### config.mk
export PLATFORM = sky130hd
export DESIGN_NAME = reg_dump_uart
export DESIGN_NICKNAME = d
export VERILOG_FILES = /design/src/rtl/rv_debug_pkg.sv /design/src/rtl/uart_tx_byte.sv /design/src/rtl/reg_dump_uart.sv
export SDC_FILE = /design/constraint.sdc
export NUM_CORES = 1
export LEC_CHECK = 0
export BUFFER_PORTS_ARGS = -buffer_cell sky130_fd_sc_hd__buf_2
export CORE_ASPECT_RATIO = 0.6
export CORE_UTILIZATION = 59
export CTS_BUF_LIST = sky130_fd_sc_hd__clkbuf_4 sky130_fd_sc_hd__clkbuf_8
export CTS_CLUSTER_SIZE = 25
export DETAILED_ROUTE_END_ITERATION = 8
export PLACE_DENSITY = 0.83
export REMOVE_ABC_BUFFERS = 1
export SETUP_SLACK_MARGIN = 0.3
export SLEW_MARGIN = 20
export SYNTH_ARGS = -nofsm -noshare
export SYNTH_HDL_FRONTEND = slang
export SYNTH_SLANG_ARGS = --single-unit
### constraint.sdc
create_clock -name clk -period 10.85 [get_ports clk]
set_input_delay 1.085 -clock clk [delete_from_list [all_inputs] [get_ports clk]]
set_output_delay 1.085 -clock clk [all_outputs]
set_load 0.005 [all_outputs]
### src/rtl/rv_debug_pkg.sv
// Shared definitions for the register-dump debug path: ASCII constants,
// hex digit encoding, serializer state encoding and frame geometry.
package rv_debug_pkg;

   localparam logic [7:0] X_CHR  = 8'h78;
   localparam logic [7:0] EQ_CHR = 8'h3D;
   localparam logic [7:0] CR_CHR = 8'h0D;
   localparam logic [7:0] LF_CHR = 8'h0A;

   localparam int unsigned FRAME_BYTES = 13;
   localparam int unsigned NUM_REGS    = 7;

   typedef enum logic [1:0] {
      IDLE,
      START_BIT,
      DATA,
      STOP_BIT
   } uart_state_t;

   // Uppercase hex: 0-9 -> '0'..'9', A-F -> 'A'..'F'
   function automatic logic [7:0] hex2ascii(input logic [3:0] nib);
      if (nib < 4'd10) return 8'h30 + {4'h0, nib};
      else             return 8'h37 + {4'h0, nib};
   endfunction

endpackage

### src/rtl/uart_tx_byte.sv
// 8N1 byte serializer; ready rises in the last cycle of the stop bit so a byte
// presented then follows with no idle gap.
module uart_tx_byte
   import rv_debug_pkg::*;
#(
   parameter int unsigned DIV = 434
) (
   input  logic       clk,
   input  logic       rst,
   input  logic [7:0] data,
   input  logic       valid,
   output logic       ready,
   output logic       tx
);

   localparam int unsigned     BW        = $clog2(DIV);
   localparam logic [BW-1:0]   BAUD_LAST = BW'(DIV - 1);

   uart_state_t   r_state;
   logic [BW-1:0] r_baud;
   logic [2:0]    r_bit;
   logic [7:0]    r_shift;
   logic          r_tx;
   logic          w_bit_end;

   assign w_bit_end = (r_baud == BAUD_LAST);
   assign ready     = (r_state == IDLE) || ((r_state == STOP_BIT) && w_bit_end);
   assign tx        = r_tx;

   always_ff @(posedge clk) begin
      if (rst) begin
         r_state <= IDLE;
         r_baud  <= '0;
         r_bit   <= '0;
         r_shift <= '0;
         r_tx    <= 1'b1;
      end else begin
         if (r_state != IDLE) r_baud <= w_bit_end ? '0 : r_baud + BW'(1);
         case (r_state)
            IDLE: begin
               if (valid) begin
                  r_shift <= data;
                  r_tx    <= 1'b0;
                  r_state <= START_BIT;
               end
            end
            START_BIT: begin
               if (w_bit_end) begin
                  r_tx    <= r_shift[0];
                  r_bit   <= '0;
                  r_state <= DATA;
               end
            end
            DATA: begin
               if (w_bit_end) begin
                  if (r_bit == 3'd7) begin
                     r_tx    <= 1'b1;
                     r_state <= STOP_BIT;
                  end else begin
                     r_tx    <= r_shift[1];
                     r_shift <= {1'b0, r_shift[7:1]};
                     r_bit   <= r_bit + 3'd1;
                  end
               end
            end
            STOP_BIT: begin
               if (w_bit_end) begin
                  if (valid) begin
                     r_shift <= data;
                     r_tx    <= 1'b0;
                     r_state <= START_BIT;
                  end else begin
                     r_state <= IDLE;
                  end
               end
            end
            default: r_state <= IDLE;
         endcase
      end
   end

endmodule

### src/rtl/reg_dump_uart.sv
// Snapshots debug taps x1..x7 on request and streams them as
// "xK=HHHHHHHH\r\n" lines over a UART 8N1 line.
module reg_dump_uart
   import rv_debug_pkg::*;
#(
   parameter int unsigned CLK_HZ = 50_000_000,
   parameter int unsigned BAUD   = 115200
) (
   input  logic        clk,
   input  logic        rst,
   input  logic        start,
   input  logic [31:0] debug_x1,
   input  logic [31:0] debug_x2,
   input  logic [31:0] debug_x3,
   input  logic [31:0] debug_x4,
   input  logic [31:0] debug_x5,
   input  logic [31:0] debug_x6,
   input  logic [31:0] debug_x7,
   output logic        tx,
   output logic        busy,
   output logic        done
);

   localparam int unsigned DIV = CLK_HZ / BAUD;

   if (DIV < 2) begin : g_bad_div
      $error("reg_dump_uart: CLK_HZ/BAUD must be at least 2");
   end

   localparam logic [3:0] CHR_LAST = 4'(FRAME_BYTES - 1);
   localparam logic [2:0] REG_LAST = 3'(NUM_REGS - 1);

   logic [31:0] r_snap [NUM_REGS];
   logic [2:0]  r_reg;
   logic [3:0]  r_chr;
   logic        r_busy;
   logic        r_done;

   logic        w_ready;
   logic        w_tx;
   logic        w_accept;
   logic        w_last;
   logic        w_adv;
   logic        w_valid;
   logic [3:0]  w_chr_nx;
   logic [2:0]  w_reg_nx;
   logic [31:0] w_word;
   logic [7:0]  w_char;
   logic [7:0]  w_data;

   assign w_accept = start && !r_busy;
   assign w_last   = (r_reg == REG_LAST) && (r_chr == CHR_LAST);
   assign w_adv    = r_busy && w_ready && !w_last;
   assign w_valid  = w_accept || w_adv;
   assign w_chr_nx = (r_chr == CHR_LAST) ? '0 : r_chr + 4'd1;
   assign w_reg_nx = (r_chr == CHR_LAST) ? r_reg + 3'd1 : r_reg;

   // Counters track the byte on the wire; the serializer is fed the byte after it.
   always_comb begin
      w_word = r_snap[w_reg_nx];
      w_char = X_CHR;
      case (w_chr_nx)
         4'd0:    w_char = X_CHR;
         4'd1:    w_char = 8'h31 + {5'b0, w_reg_nx};
         4'd2:    w_char = EQ_CHR;
         4'd3:    w_char = hex2ascii(w_word[31:28]);
         4'd4:    w_char = hex2ascii(w_word[27:24]);
         4'd5:    w_char = hex2ascii(w_word[23:20]);
         4'd6:    w_char = hex2ascii(w_word[19:16]);
         4'd7:    w_char = hex2ascii(w_word[15:12]);
         4'd8:    w_char = hex2ascii(w_word[11:8]);
         4'd9:    w_char = hex2ascii(w_word[7:4]);
         4'd10:   w_char = hex2ascii(w_word[3:0]);
         4'd11:   w_char = CR_CHR;
         4'd12:   w_char = LF_CHR;
         default: w_char = X_CHR;
      endcase
      w_data = w_accept ? X_CHR : w_char;
   end

   always_ff @(posedge clk) begin
      if (rst) begin
         r_busy <= 1'b0;
         r_done <= 1'b0;
         r_reg  <= '0;
         r_chr  <= '0;
         for (int unsigned i = 0; i < NUM_REGS; i++) r_snap[i] <= '0;
      end else begin
         r_done <= 1'b0;
         if (w_accept) begin
            r_busy    <= 1'b1;
            r_reg     <= '0;
            r_chr     <= '0;
            r_snap[0] <= debug_x1;
            r_snap[1] <= debug_x2;
            r_snap[2] <= debug_x3;
            r_snap[3] <= debug_x4;
            r_snap[4] <= debug_x5;
            r_snap[5] <= debug_x6;
            r_snap[6] <= debug_x7;
         end else if (r_busy && w_ready) begin
            if (w_last) begin
               r_busy <= 1'b0;
               r_done <= 1'b1;
               r_reg  <= '0;
               r_chr  <= '0;
            end else begin
               r_reg <= w_reg_nx;
               r_chr <= w_chr_nx;
            end
         end
      end
   end

   uart_tx_byte #(
      .DIV(DIV)
   ) u_tx (
      .clk  (clk),
      .rst  (rst),
      .data (w_data),
      .valid(w_valid),
      .ready(w_ready),
      .tx   (w_tx)
   );

   assign tx   = w_tx;
   assign busy = r_busy;
   assign done = r_done;

endmodule

Yosys cells after proc, flatten, opt, wreduce, memory -nomap -nowiden

Memories as Yosys holds them, arrays and structs flattened.
Index checks and enable logic that the tools add are counted.

Bitwise gates (word level): 8
Add/sub/neg operators: 21
Multiplexer cells: 53
Reductions and logical operators: 22
Eq/ne operators: 25
Order comparisons: 8

Operator list:

| operator                                           | count |
|---|---|
| 2-to-1 mux 32 bit                                  | 7 |
| adder 6 x 4 -> 7 bit (first input constant)        | 16 |
| case mux 7 bit (12 select lines)                   | 1 |
| 2-to-1 mux 7 bit                                   | 8 |
| 2-to-1 mux 8 bit                                   | 5 |
| less-than comparator 4 bit (second input constant) | 8 |
| == test 4 bit (second input constant)              | 6 |
| case mux 8 bit (3 select lines)                    | 1 |
| == test 4 x 3 -> 1 bit (second input constant)     | 4 |
| 2-to-1 mux 1 bit                                   | 15 |
| 2-to-1 mux 3 bit                                   | 5 |
| 2-to-1 mux 2 bit                                   | 5 |
| != test 2 x 1 -> 1 bit (second input constant)     | 5 |
| adder 9 x 1 -> 9 bit (second input constant)       | 1 |
| == test 9 bit (second input constant)              | 1 |
| 2-to-1 mux 9 bit                                   | 1 |
| == test 4 x 2 -> 1 bit (second input constant)     | 2 |
| 2-to-1 mux 4 bit                                   | 2 |
| case mux 2 bit (4 select lines)                    | 1 |
| AND reduction 4 bit                                | 2 |
| nonzero test 2 bit                                 | 4 |
| adder 6 x 3 -> 7 bit (first input constant)        | 1 |
| bitwise OR 1 bit                                   | 7 |
| adder 3 x 1 -> 3 bit (second input constant)       | 2 |
| 19 further kinds                                   | 27 |

Bits in writable memories: 224
Register bits after elaboration: 32
Memories kept: 1

Memories:

| memory | depth | bits a word | read ports | clocked after Yosys merged registers in | write ports | RTL line            | source |
|---|---|---|---|---|---|---|---|
| r_snap | 7     | 32          | 1          | 0                                       | 7           | reg_dump_uart.sv:33 | `logic [31:0] r_snap [NUM_REGS];` |

Logic depth before layout (Yosys ltp)

Gate-level depths: netlist of run 1.
An unclocked memory read counts as a cell.

Word-level depth: 10
Mapped depth: 21
Gate-level depth less buffers: 15

Hierarchy

A second synthesis of run 1 with hierarchy kept.

Cells, all modules: 1147
Area, all modules: 13200.2 um^2

By module, submodules not included:

| module        | area each (um^2) | cells each | instances | seq. area each (um^2) |
|---|---|---|---|---|
| reg_dump_uart | 11868.9          | 1012       | 1         | 6906.6 |
| uart_tx_byte  | 1331.3           | 135        | 1         | 460.4 |

Least setup slack after synthesis of run 1

OpenSTA, ideal clock, no wires.

Kind: in2reg
From: input port start
To: memory r_snap[0][0], enable pin
Path slack: 2.644 ns
Buffers on the path: 1
Arrival time: 7.529 ns
Stages: 3
Data required time: 10.173 ns
Cell sequence: nand2b_1 -> nand2b_1 -> clkbuf_1

RTL lines:

| element            | RTL line            | source |
|---|---|---|
| start: declaration | reg_dump_uart.sv:11 | `input logic start,` |
| end: declaration   | reg_dump_uart.sv:33 |  |

Worst setup path in the final report of run 1

From: register r_reg[0]
To: register u_tx.r_shift[2]

Word-level cells in the longest chain between the ends: 10
Elaborated cells on any way between the ends: 46

RTL lines:

| element                                      | RTL line                               | source |
|---|---|---|
| start: declaration                           | reg_dump_uart.sv:34                    | `logic [2:0] r_reg;` |
| start signal: assignment                     | reg_dump_uart.sv:108                   | `r_reg <= w_reg_nx;` |
| adder 3 x 1 -> 3 bit                         | reg_dump_uart.sv:56                    | `assign w_reg_nx = (r_chr == CHR_LAST) ? r_reg + 3'd1 : r_reg;` |
| 2-to-1 mux 3 bit                             | reg_dump_uart.sv:56                    |  |
| memory read (7 x 32 bit)                     | --                                     |  |
| adder 6 x 4 -> 7 bit (tied with other cells) | rv_debug_pkg.sv:23                     | `else return 8'h37 + {4'h0, nib};` |
| 2-to-1 mux 7 bit                             | rv_debug_pkg.sv:22                     | `if (nib < 4'd10) return 8'h30 + {4'h0, nib};` |
| case mux 7 bit (12 select lines)             | reg_dump_uart.sv:62                    | `case (w_chr_nx)` |
| 2-to-1 mux 8 bit                             | reg_dump_uart.sv:78                    | `w_data = w_accept ? X_CHR : w_char;` |
| 2-to-1 mux 8 bit (*)                         | uart_tx_byte.sv:41, uart_tx_byte.sv:68 |  |
| 2-to-1 mux 8 bit                             | uart_tx_byte.sv:67                     | `if (w_bit_end) begin` |
| case mux 8 bit (3 select lines) (*)          | uart_tx_byte.sv:39                     | `case (r_state)` |
| end signal: assignment                       | uart_tx_byte.sv:42                     | `r_shift <= data;` |
| end signal: assignment                       | uart_tx_byte.sv:61                     | `r_shift <= {1'b0, r_shift[7:1]};` |
| end signal: assignment                       | uart_tx_byte.sv:69                     | `r_shift <= data;` |
| end: declaration                             | uart_tx_byte.sv:22                     | `logic [7:0] r_shift;` |

Mark *: on every way between the ends. The rest lies on a longest branch, timed or not. The select of a mux whose other input is x is not followed.
A chain may end at the register's enable or synchronous reset.

==> flow_metrics.tcl, run 1 <==
set metrics [dict create \
    synth_cell_types 79 \
    syn_area_um2 14300 \
    min_path_type "reg2reg" \
    antenna_found_initial 0 \
    synth-simple-area-share 0.185 \
    synth_seq_cells 255 \
    initial_core_util 0.610 \
    drtIter0Drc 1310 \
    cts_buffers 37 \
    grt_max_degree 101 \
    core_area_um2 23500 \
    rsz0062_at_grt "false" \
    clock_sinks 255 \
    via_per_inst 5.89 \
    syn_area_per_cell_um2 10.9 \
    synth_ff_type "edfxtp_1" \
    layout_common_cells "229 x buf_2, 224 x edfxtp_1, 199 x and2_1" \
    num_rows 43 \
    async_flop_share 0 \
    ir_worst_vdd_mv 0.120 \
    cts_resized 0 \
    required_ns 11.29 \
    drt-total-wl_um 35600 \
    ys_warn_count 0 \
    status "completed" \
    fin_crit_sh 0.447 \
    track_usage 0.288 \
    drtAntennaViolNets 0 \
    gp_congestion 1.03 \
    synth_top_family_by_area "simple AND/OR/NAND/NOR gates" \
    synthCells 1310 \
    final_common_cell "buf_2" \
    die_area_um2 24900 \
    vias 10900 \
    max_freq_mhz 206 \
    maxCapViolCount 0 \
    largest_registers "r_snap: 224 flops, u_tx.r_baud: 9 flops, u_tx.r_shift: 7 flops" \
    largest_reg_flops 224 \
    diodes 0 \
    worstSkewPairLatency_ns 0.57 \
    r2r-start "r_reg[0]" \
    muxShareOfSynthArea 0.111 \
    power.density_nw_per_um2 145 \
    start_kind "register" \
    postCtsSetupRepairBufs 0 \
    drv_slew 0 \
    setup_tns_ns 0 \
    die-height_um 123 \
    clockRootBuffer "clkbuf_8" \
    final_cell_area_um2 16200 \
    hold_viol_final 0 \
    grt_overflow 0 \
    finalPower_w 0.00235 \
    io_pins 230 \
    drc 0 \
    grt_pass1_wl_um 55000 \
    clk_pin_slew_worst_paths_ns 0.07 \
    cp_max_fo 44 \
    area_growth_pct 13.6 \
    critPathKind "reg2reg" \
    ys_seq_area_frac 0.514 \
    dp.cells 1782 \
    drive_gt1_frac 0.218 \
    nets 1756 \
    reg2reg_depth 15 \
    port_buffers 229 \
    dp_hpwl_um 25300 \
    holdBufCountCts 0 \
    p_leak_nw 6.60 \
    synth_edf_count 224 \
    cp-startpoint "r_reg[0]" \
    top_register "r_snap" \
    fin_cells 1848 \
    endpoint "u_tx.r_shift[2]" \
    worstMarginPinSlew_ns 1.04 \
    fin_skew_ns 0.0269 \
    relSlewSlack 0.308 \
    crit_arrival_ns 5.29 \
    clock_path_buffers 3 \
    synth_xor_area_frac 0.0134 \
    die_x_um 203 \
    reg2reg_to "u_tx.r_shift[2]" \
    endpoint_kind "register" \
    htreeDepth 2 \
    cts_tree "yes" \
    grt_pass1_vias 10200 \
    wire_per_inst_um 19.3 \
    r2r_slack_ns 6.00 \
    fin_hold_ws_ns 0.442 \
    first_pass_iters 6 \
    placed_area_um2 15500 \
    synth_compound_area_frac 0.117 \
    synth_adder_area_share 0.0201 \
    setup_violations 0 \
    fin_crit_ns 4.85 \
]
==> cell type report <==
| type | count | area, µm² |
|---|---|---|
| Timing Repair Buffer | 240 | 1230 |
| Sequential cell | 255 | 7350 |
| Fill cell | 1773 | 7210 |
| Tap cell | 315 | 394 |
| Multi-Input combinational cell | 947 | 6450 |
| Inverter | 25 | 96.3 |
| Clock buffer | 55 | 676 |
| Clock inverter | 11 | 53.8 |
==> power by group <==
group | internal (W) | switching, W | total, W
clock network | 0.000400 | 0.000369 | 0.000769
logic | 0.000148 | 0.000220 | 0.000368
registers | 0.00116 | 0.0000532 | 0.00121
total | 0.00171 | 0.000643 | 0.00235
==> layer usage <==
metal  GRT usage  wire, µm  vias to the layer above
li1            -         -                     5173
met1       0.436     17100                     5129
met2       0.417     14700                      523
met3      0.0629      3110                       64
met4      0.0780       667                        0
met5           0         0                        -
==> synth_stat cells, types with 3 or more instances <==
cell type | n | share of area
a211oi_1 | 13 | 0.0068
a21oi_1 | 72 | 0.025
a221oi_1 | 3 | 0.0018
a22oi_1 | 18 | 0.0094
a31o_2 | 3 | 0.0018
a31oi_1 | 9 | 0.0039
a32oi_1 | 19 | 0.012
and2_1 | 199 | 0.087
and3_1 | 3 | 0.0013
buf_2 | 27 | 0.0094
buf_4 | 6 | 0.0031
buf_6 | 9 | 0.0071
clkbuf_1 | 39 | 0.010
dfxtp_1 | 31 | 0.043
edfxtp_1 | 224 | 0.47
ha_1 | 23 | 0.020
inv_1 | 22 | 0.0058
mux2i_1 | 150 | 0.10
nand2_1 | 113 | 0.030
nand2b_1 | 11 | 0.0048
nand3_1 | 13 | 0.0045
nand4_1 | 3 | 0.0013
nor2_1 | 55 | 0.014
nor2b_1 | 47 | 0.021
nor3_1 | 23 | 0.0080
nor4b_1 | 3 | 0.0018
o2111ai_1 | 3 | 0.0018
o21ai_0 | 55 | 0.019
o21ai_1 | 11 | 0.0038
o21ai_2 | 3 | 0.0018
o22a_1 | 3 | 0.0018
o22ai_1 | 13 | 0.0057
o31ai_1 | 4 | 0.0021
or3_1 | 5 | 0.0022
or4_1 | 3 | 0.0016
xnor2_1 | 10 | 0.0061
xor2_1 | 5 | 0.0031
==> metrics by stage <==
step                       util  setup WS, ns
after detailed placement  0.662          6.08
after CTS                 0.693          6.05
after floorplan               -          3.63
after global routing      0.693          5.65
final                     0.693          6.00
after global placement    0.661          6.20
==> worst min path at each step <==
stage / slack [ns] / to / startpoint / cells past startpoint
finish: 0.44 / u_tx.tx / u_tx.tx / 2
detailed placement: 0.44 / u_tx.tx / u_tx.tx / 2
global route: 0.46 / u_tx.tx / u_tx.tx / 2
CTS: 0.45 / u_tx.tx / u_tx.tx / 2
floorplan: 0.44 / u_tx.tx / u_tx.tx / 2
global placement: 0.43 / u_tx.tx / u_tx.tx / 2
==> logic make-up (layout without fill, tap and decap cells) <==
group                    after synthesis  in the layout
adder cells (fa/ha/maj)               23             23
XOR/XNOR                              18             18
AND/OR/NAND/NOR                      492            492
multiplexers                         155            155
buffers and inverters                108            331
AO/OA/AOI/OAI                        259            259
flip-flops                           255            255
==> critical path, cell delays in order (launching register included) <==
cell and delay (ns):
dfxtp_2 0.33, inv_1 0.08, ha_2 0.32, buf_4 0.59, nand4_2 0.41, nand2_2 0.58, inv_1 0.38, o21ai_0 0.17
a21oi_1 0.06, nor3_1 0.42, ha_1 0.26, a211oi_1 0.08, nor3_1 0.15, o31ai_1 0.10, or4_1 0.47, o31a_1 0.29
Note: power is estimated with default switching activity, not from simulation.
==> run 2: changes to the inputs <==
--- a/config.mk
+++ b/config.mk
@@ -5,6 +5,7 @@
 export SDC_FILE = /design/constraint.sdc
 export NUM_CORES = 1
 export LEC_CHECK = 0
+export ABC_AREA = 1
 export BUFFER_PORTS_ARGS = -buffer_cell sky130_fd_sc_hd__buf_2
 export CORE_ASPECT_RATIO = 0.6
 export CORE_UTILIZATION = 59
==> constraint.sdc (replaced) <==
create_clock -name clk -period 4.8 [get_ports clk]
set_input_delay 0.48 -clock clk [delete_from_list [all_inputs] [get_ports clk]]
set_output_delay 0.48 -clock clk [all_outputs]
set_load 0.005 [all_outputs]
==> flow_metrics.tcl, run 2 <==
set metrics [dict create \
    status "completed" \
    syn_area_um2 14200 \
    grt_pass1_vias 11200 \
    start_kind "register" \
    nets 2212 \
    drc 0 \
    drtIter0Drc 1646 \
    path_cells "inv_1, ha_1, nand3_4, nand2_4, nand2_4, buf_4, nand2_1, nand3_1, o211ai_1, nand2_1, inv_1, ha_1, inv_1, nor2_1, o21ai_0, nand2_1, nor2_1, nand3_1, nand2_1, a21oi_1" \
    fin_crit_ns 3.90 \
    met1_usage 0.431 \
    area_growth_pct 14.3 \
    met2_usage 0.438 \
    gp_congestion 0.946 \
    cp-startpoint "r_chr[0]" \
    max_stage_delay_ns 0.54 \
    largest_registers "r_snap: 224 flops, u_tx.r_baud: 9 flops, u_tx.r_shift: 7 flops" \
    initial_core_util 0.607 \
    grt_overflow 0 \
    synthCells 1750 \
    synth_edf_count 224 \
    diodes 0 \
    track_usage 0.291 \
    synth_most_common_cell "nand2_1" \
    critPathBufInv 4 \
    clk_pin_slew_worst_paths_ns 0.07 \
    p_leak_nw 8.16 \
    required_ns 5.20 \
    setup_tns_ns 0 \
    synth_area_leaders "edfxtp_1 48%, nand2_1 10%, inv_1 8.5%" \
    synth_ff_type "edfxtp_1" \
    htreeDepth 2 \
    reg2reg_depth 20 \
    r2r_slack_ns 0.90 \
    clock_path_buffers 3 \
    postCtsSetupRepairBufs 0 \
    worstSkewPairLatency_ns 0.55 \
    ir_worst_vdd_mv 0.195 \
    async_flop_share 0 \
    largest_reg_flops 224 \
    worstMarginPinSlew_ns 0.954 \
    num_rows 43 \
    post-synth-top-area-fraction 0.475 \
    hold_viol_final 0 \
    max_freq_mhz 256 \
    fin_crit_sh 0.813 \
    cpMostUsedCell "nand2_1" \
    cts_resized 0 \
    io_pins 230 \
    fin_hold_ws_ns 0.181 \
    fillers 1852 \
    clockRootBuffer "clkbuf_8" \
    holdBufCountCts 0 \
    syn_area_per_cell_um2 8.09 \
    r2r-start "r_chr[0]" \
    grt_max_degree 138 \
    drtAntennaViolNets 0 \
    die_area_um2 24600 \
    antenna_found_initial 0 \
    cts_tree "yes" \
    fin_skew_ns 0.0205 \
    critical-path-top-delay-family "simple AND/OR/NAND/NOR gates" \
    holdPathStages 3 \
    layout_common_cells "388 x nand2_1, 320 x inv_1, 281 x nor2_1" \
    yosysTopAreaCell "edfxtp_1" \
    vias 12200 \
    wire_per_inst_um 15.5 \
    final_cell_area_um2 16200 \
    placed_area_um2 15400 \
    die-height_um 122 \
    die_x_um 202 \
    crit_arrival_ns 4.30 \
    finalPower_w 0.00561 \
    cp_num_cells 20 \
    final_common_cell "nand2_1" \
    cts_buffers 38 \
    endpoint_kind "register" \
    clock_sinks 255 \
    setup_violations 0 \
    relSlewSlack 0.364 \
    ys_seq_area_frac 0.519 \
    core_area_um2 23300 \
    grt_pass1_wl_um 56200 \
    synth_common_cells "389 x nand2_1, 321 x inv_1, 281 x nor2_1" \
    synth_cell_types 44 \
    synth_seq_cells 255 \
    critPathKind "reg2reg" \
    cp_max_fo 64 \
    drv_slew 0 \
    maxCapViolCount 0 \
    slowest_stage "nand2_4" \
    port_buffers 229 \
    busiest_layer "met2" \
    via_per_inst 5.30 \
    top_register "r_snap" \
    power.density_nw_per_um2 347 \
    dp_hpwl_um 25100 \
    first_pass_iters 6 \
    drt-total-wl_um 35800 \
    use_met3 0.0658 \
    rsz0062_at_grt "false" \
    drive_gt1_frac 0.184 \
    min_path_type "in2reg" \
    reg2reg_to "u_tx.r_shift[4]" \
    ys_warn_count 0 \
    endpoint "u_tx.r_shift[4]" \
]
==> run 2: cells by family (layout without fill, tap and decap cells) <==
kind of cell | Yosys count | after routing | share of synthesized area
compound gates | 85 | 85 | 0.0349
flops | 255 | 255 | 0.519
xor+xnor | 2 | 2 | 0.00124
fa+ha+maj | 23 | 23 | 0.0203
buf+inv | 395 | 635 | 0.119
simple gates | 990 | 990 | 0.305
==> run 2: cell type report <==
| type | count | area, µm² | area share |
|---|---|---|---|
| clock buffer | 54 | 662 | 0.0409 |
| sequential | 255 | 7350 | 0.454 |
| multi-input combinational | 1100 | 5120 | 0.317 |
| clock inverter | 14 | 139 | 0.00859 |
| inverter | 326 | 1230 | 0.0762 |
| timing repair buffer | 241 | 1270 | 0.0788 |
| tap | 315 | 394 | 0.0244 |
==> run 2: worst min-delay path by stage <==
stage	startpoint	endpoint
after floorplan	u_tx.r_bit[1]	u_tx.r_bit[1]
after global placement	u_tx.r_bit[2]	u_tx.r_bit[2]
after detailed placement	u_tx.r_bit[2]	u_tx.r_bit[2]
after CTS	start	busy
after global routing	start	busy
final	start	busy
==> run 2: worst register-to-register path, stage by stage (launching register included) <==
cell and delay [ns]:
dfxtp_1 0.42, inv_1 0.11, ha_1 0.31, nand3_4 0.22, nand2_4 0.15, nand2_4 0.55
buf_4 0.43, nand2_1 0.09, nand3_1 0.09, o211ai_1 0.11, nand2_1 0.12, inv_1 0.07
ha_1 0.20, inv_1 0.08, nor2_1 0.06, o21ai_0 0.36, nand2_1 0.09, nor2_1 0.11
nand3_1 0.08, nand2_1 0.07, a21oi_1 0.06
==> run 2: per-layer routing <==
| metal | vias up | share of wire | wire length, µm |
|---|---|---|---|
| met3 | 49 | 0.11 | 3770 |
| met2 | 600 | 0.43 | 15300 |
| met1 | 5620 | 0.46 | 16300 |
| met4 | 0 | 0.012 | 444 |
| li1 | 5940 | - | - |
| met5 | - | 0 | 0 |
==> run 2: report_power, final <==
group	switching, W	internal (W)	leakage [nW]
Clock	0.000841	0.00105	0.420
Sequential	0.0000944	0.00263	2.66
Combinational	0.000654	0.000340	5.08
Total	0.00159	0.00402	8.16
==> run 2: stage by stage <==
step / std cells / util / setup WS [ns]
6_report: 2305 / 0.694 / 0.899
5_1_grt: 2305 / 0.694 / 0.598
4_1_cts: 2305 / 0.694 / 0.953
3_5_place_dp: 2237 / 0.660 / 0.972
3_3_place_gp: 2237 / 0.660 / 1.14
2_1_floorplan: 1681 / - / -0.871
==> run 3: changes to the inputs <==
==> constraint.sdc (replaced) <==
create_clock -name clk -period 3.9 [get_ports clk]
set_input_delay 0.39 -clock clk [delete_from_list [all_inputs] [get_ports clk]]
set_output_delay 0.39 -clock clk [all_outputs]
set_load 0.005 [all_outputs]
==> flow_metrics.tcl, run 3 (synthesized netlist as in run 2, its figures left out) <==
set metrics [dict create \
    max_freq_mhz 297 \
    start_kind "register" \
    grt_overflow 0 \
    setup_tns_ns 0 \
    drtAntennaViolNets 0 \
    holdPathStages 3 \
    clk_pin_slew_worst_paths_ns 0.06 \
    largest_reg_flops 224 \
    top_register "r_snap" \
    htreeDepth 2 \
    crit_arrival_ns 3.81 \
    largest_registers "r_snap: 224 flops, u_tx.r_baud: 9 flops, u_tx.r_shift: 7 flops" \
    drtIter0Drc 1240 \
    place_ws_ns 0.402 \
    power.density_nw_per_um2 410 \
    wire_per_inst_um 15.9 \
    seq_power_share 0.499 \
    path_cells "inv_1, ha_1, nand2_2, nand2_8, buf_12, buf_4, nand3_1, nand3_1, nand2_2, ha_1, inv_1, nand3_1, nand2_1, nand3_1, nand2_1, nand3_1, nor2_1, nand2_1, nand2_1, a21oi_2" \
    fin_skew_ns 0.0190 \
    num_rows 43 \
    status "completed" \
    area_growth_pct 15.1 \
    maxCapViolCount 0 \
    drv_slew 0 \
    relSlewSlack 0.379 \
    p_comb_frac 0.186 \
    worstSkewPairLatency_ns 0.56 \
    via_per_inst 5.27 \
    clock_power_share 0.314 \
    drc 0 \
    dp_hpwl_um 26200 \
    grt_pass1_wl_um 58100 \
    fin_cells 2319 \
    io_pins 230 \
    grt_max_degree 124 \
    cts_resized 0 \
    postCtsSetupRepairBufs 0 \
    core_area_um2 23300 \
    clock_sinks 255 \
    holdBufCountCts 0 \
    cts_tree "yes" \
    min_path_type "in2reg" \
    clock_path_buffers 3 \
    setup_violations 0 \
    final_cell_area_um2 16300 \
    die-height_um 122 \
    worst_slack_ns 0.536 \
    endpoint_kind "register" \
    fin_crit_sh 0.863 \
    worstMarginPinSlew_ns 0.932 \
    port_buffers 229 \
    track_usage 0.303 \
    p_leak_nw 8.23 \
    gp_congestion 0.963 \
    postLayoutCoreUtil 0.699 \
    nets 2229 \
    switching_share 0.292 \
    critPathKind "reg2reg" \
    reg2reg_depth 20 \
    clockRootBuffer "clkbuf_8" \
    required_ns 4.34 \
    vias 12200 \
    fin_crit_ns 3.36 \
    rsz0062_at_grt "false" \
    die_x_um 202 \
    p_int_w 0.00473 \
    switching_power_w 0.00195 \
    drive_gt1_frac 0.193 \
    slowest_stage "dfxtp_1" \
    max_stage_delay_ns 0.51 \
    hold_viol_final 0 \
    cpMostUsedCell "nand3_1" \
    antenna_found_initial 0 \
    grt_pass1_vias 11500 \
    first_pass_iters 8 \
    die_area_um2 24600 \
    layout_common_cells "388 x nand2_1, 320 x inv_1, 281 x nor2_1" \
    cp_max_fo 33 \
    initial_core_util 0.607 \
    cts_buffers 38 \
    drt-total-wl_um 36900 \
    diodes 0 \
    placed_area_um2 15500 \
    dp.cells 2252 \
    final_common_cell "nand2_1" \
    ir_worst_vdd_mv 0.298 \
]
-- run 3: cell types whose count changed in the layout (fill, tap and decap cells not counted), sizes merged --
cell,previous run,this run
clkinvlp,1,0
clkbuf,54,53
clkinv,11,14
bufinv,3,0
buf,241,256
nand2,426,427
-- run 3: final cells by class --
cell class | instances | area, µm²
multi-input combinational | 1101 | 5170
clock inverter | 13 | 60.1
inverter | 326 | 1230
clock buffer | 52 | 647
sequential | 255 | 7350
tap | 315 | 394
fill | 1818 | 7000
timing repair buffer | 257 | 1440
-- run 3: path summary, 6_finish.rpt --
kind	start	endpoint	slack, ns
max	r_reg[0]	u_tx.r_shift[2]	0.54
min	start	busy	0.1
max reg2reg	r_reg[0]	u_tx.r_shift[2]	0.54
min reg2reg	u_tx.r_bit[2]	u_tx.r_bit[2]	0.46
-- run 3: critical path: cells and delay by family, from the launching register on --
kind	cells	cell delay [ns]
adder cells (fa/ha/maj)	2	0.62
buffers and inverters	4	0.64
AND/OR/NAND/NOR	13	1.41
flip-flops	1	0.51
AO/OA/AOI/OAI	1	0.06
-- run 3: power groups by stage --
stage | Sequential [W] | Clock [W] | Combinational [W]
after floorplan | 0.00338 | 0 | 0.000833
after global placement | 0.00338 | 0 | 0.00118
after detailed placement | 0.00339 | 0 | 0.00122
after CTS | 0.00333 | 0.00213 | 0.00123
after global routing | 0.00336 | 0.00225 | 0.00140
final | 0.00334 | 0.00210 | 0.00124
-- run 3: layer usage --
metal	up-vias	global-route usage	routed length, µm
met5	-	0	0
met4	0	0.0843	591
met3	56	0.0714	3920
met2	646	0.452	15700
met1	5543	0.443	16700
li1	5985	-	-
-- run 3: stage by stage --
stage	total power (W)	hold slack, ns
after floorplan	0.00421	0.431
after global placement	0.00457	0.443
after detailed placement	0.00461	0.454
after CTS	0.00669	0.0698
after global routing	0.00700	0.102
final	0.00668	0.0976
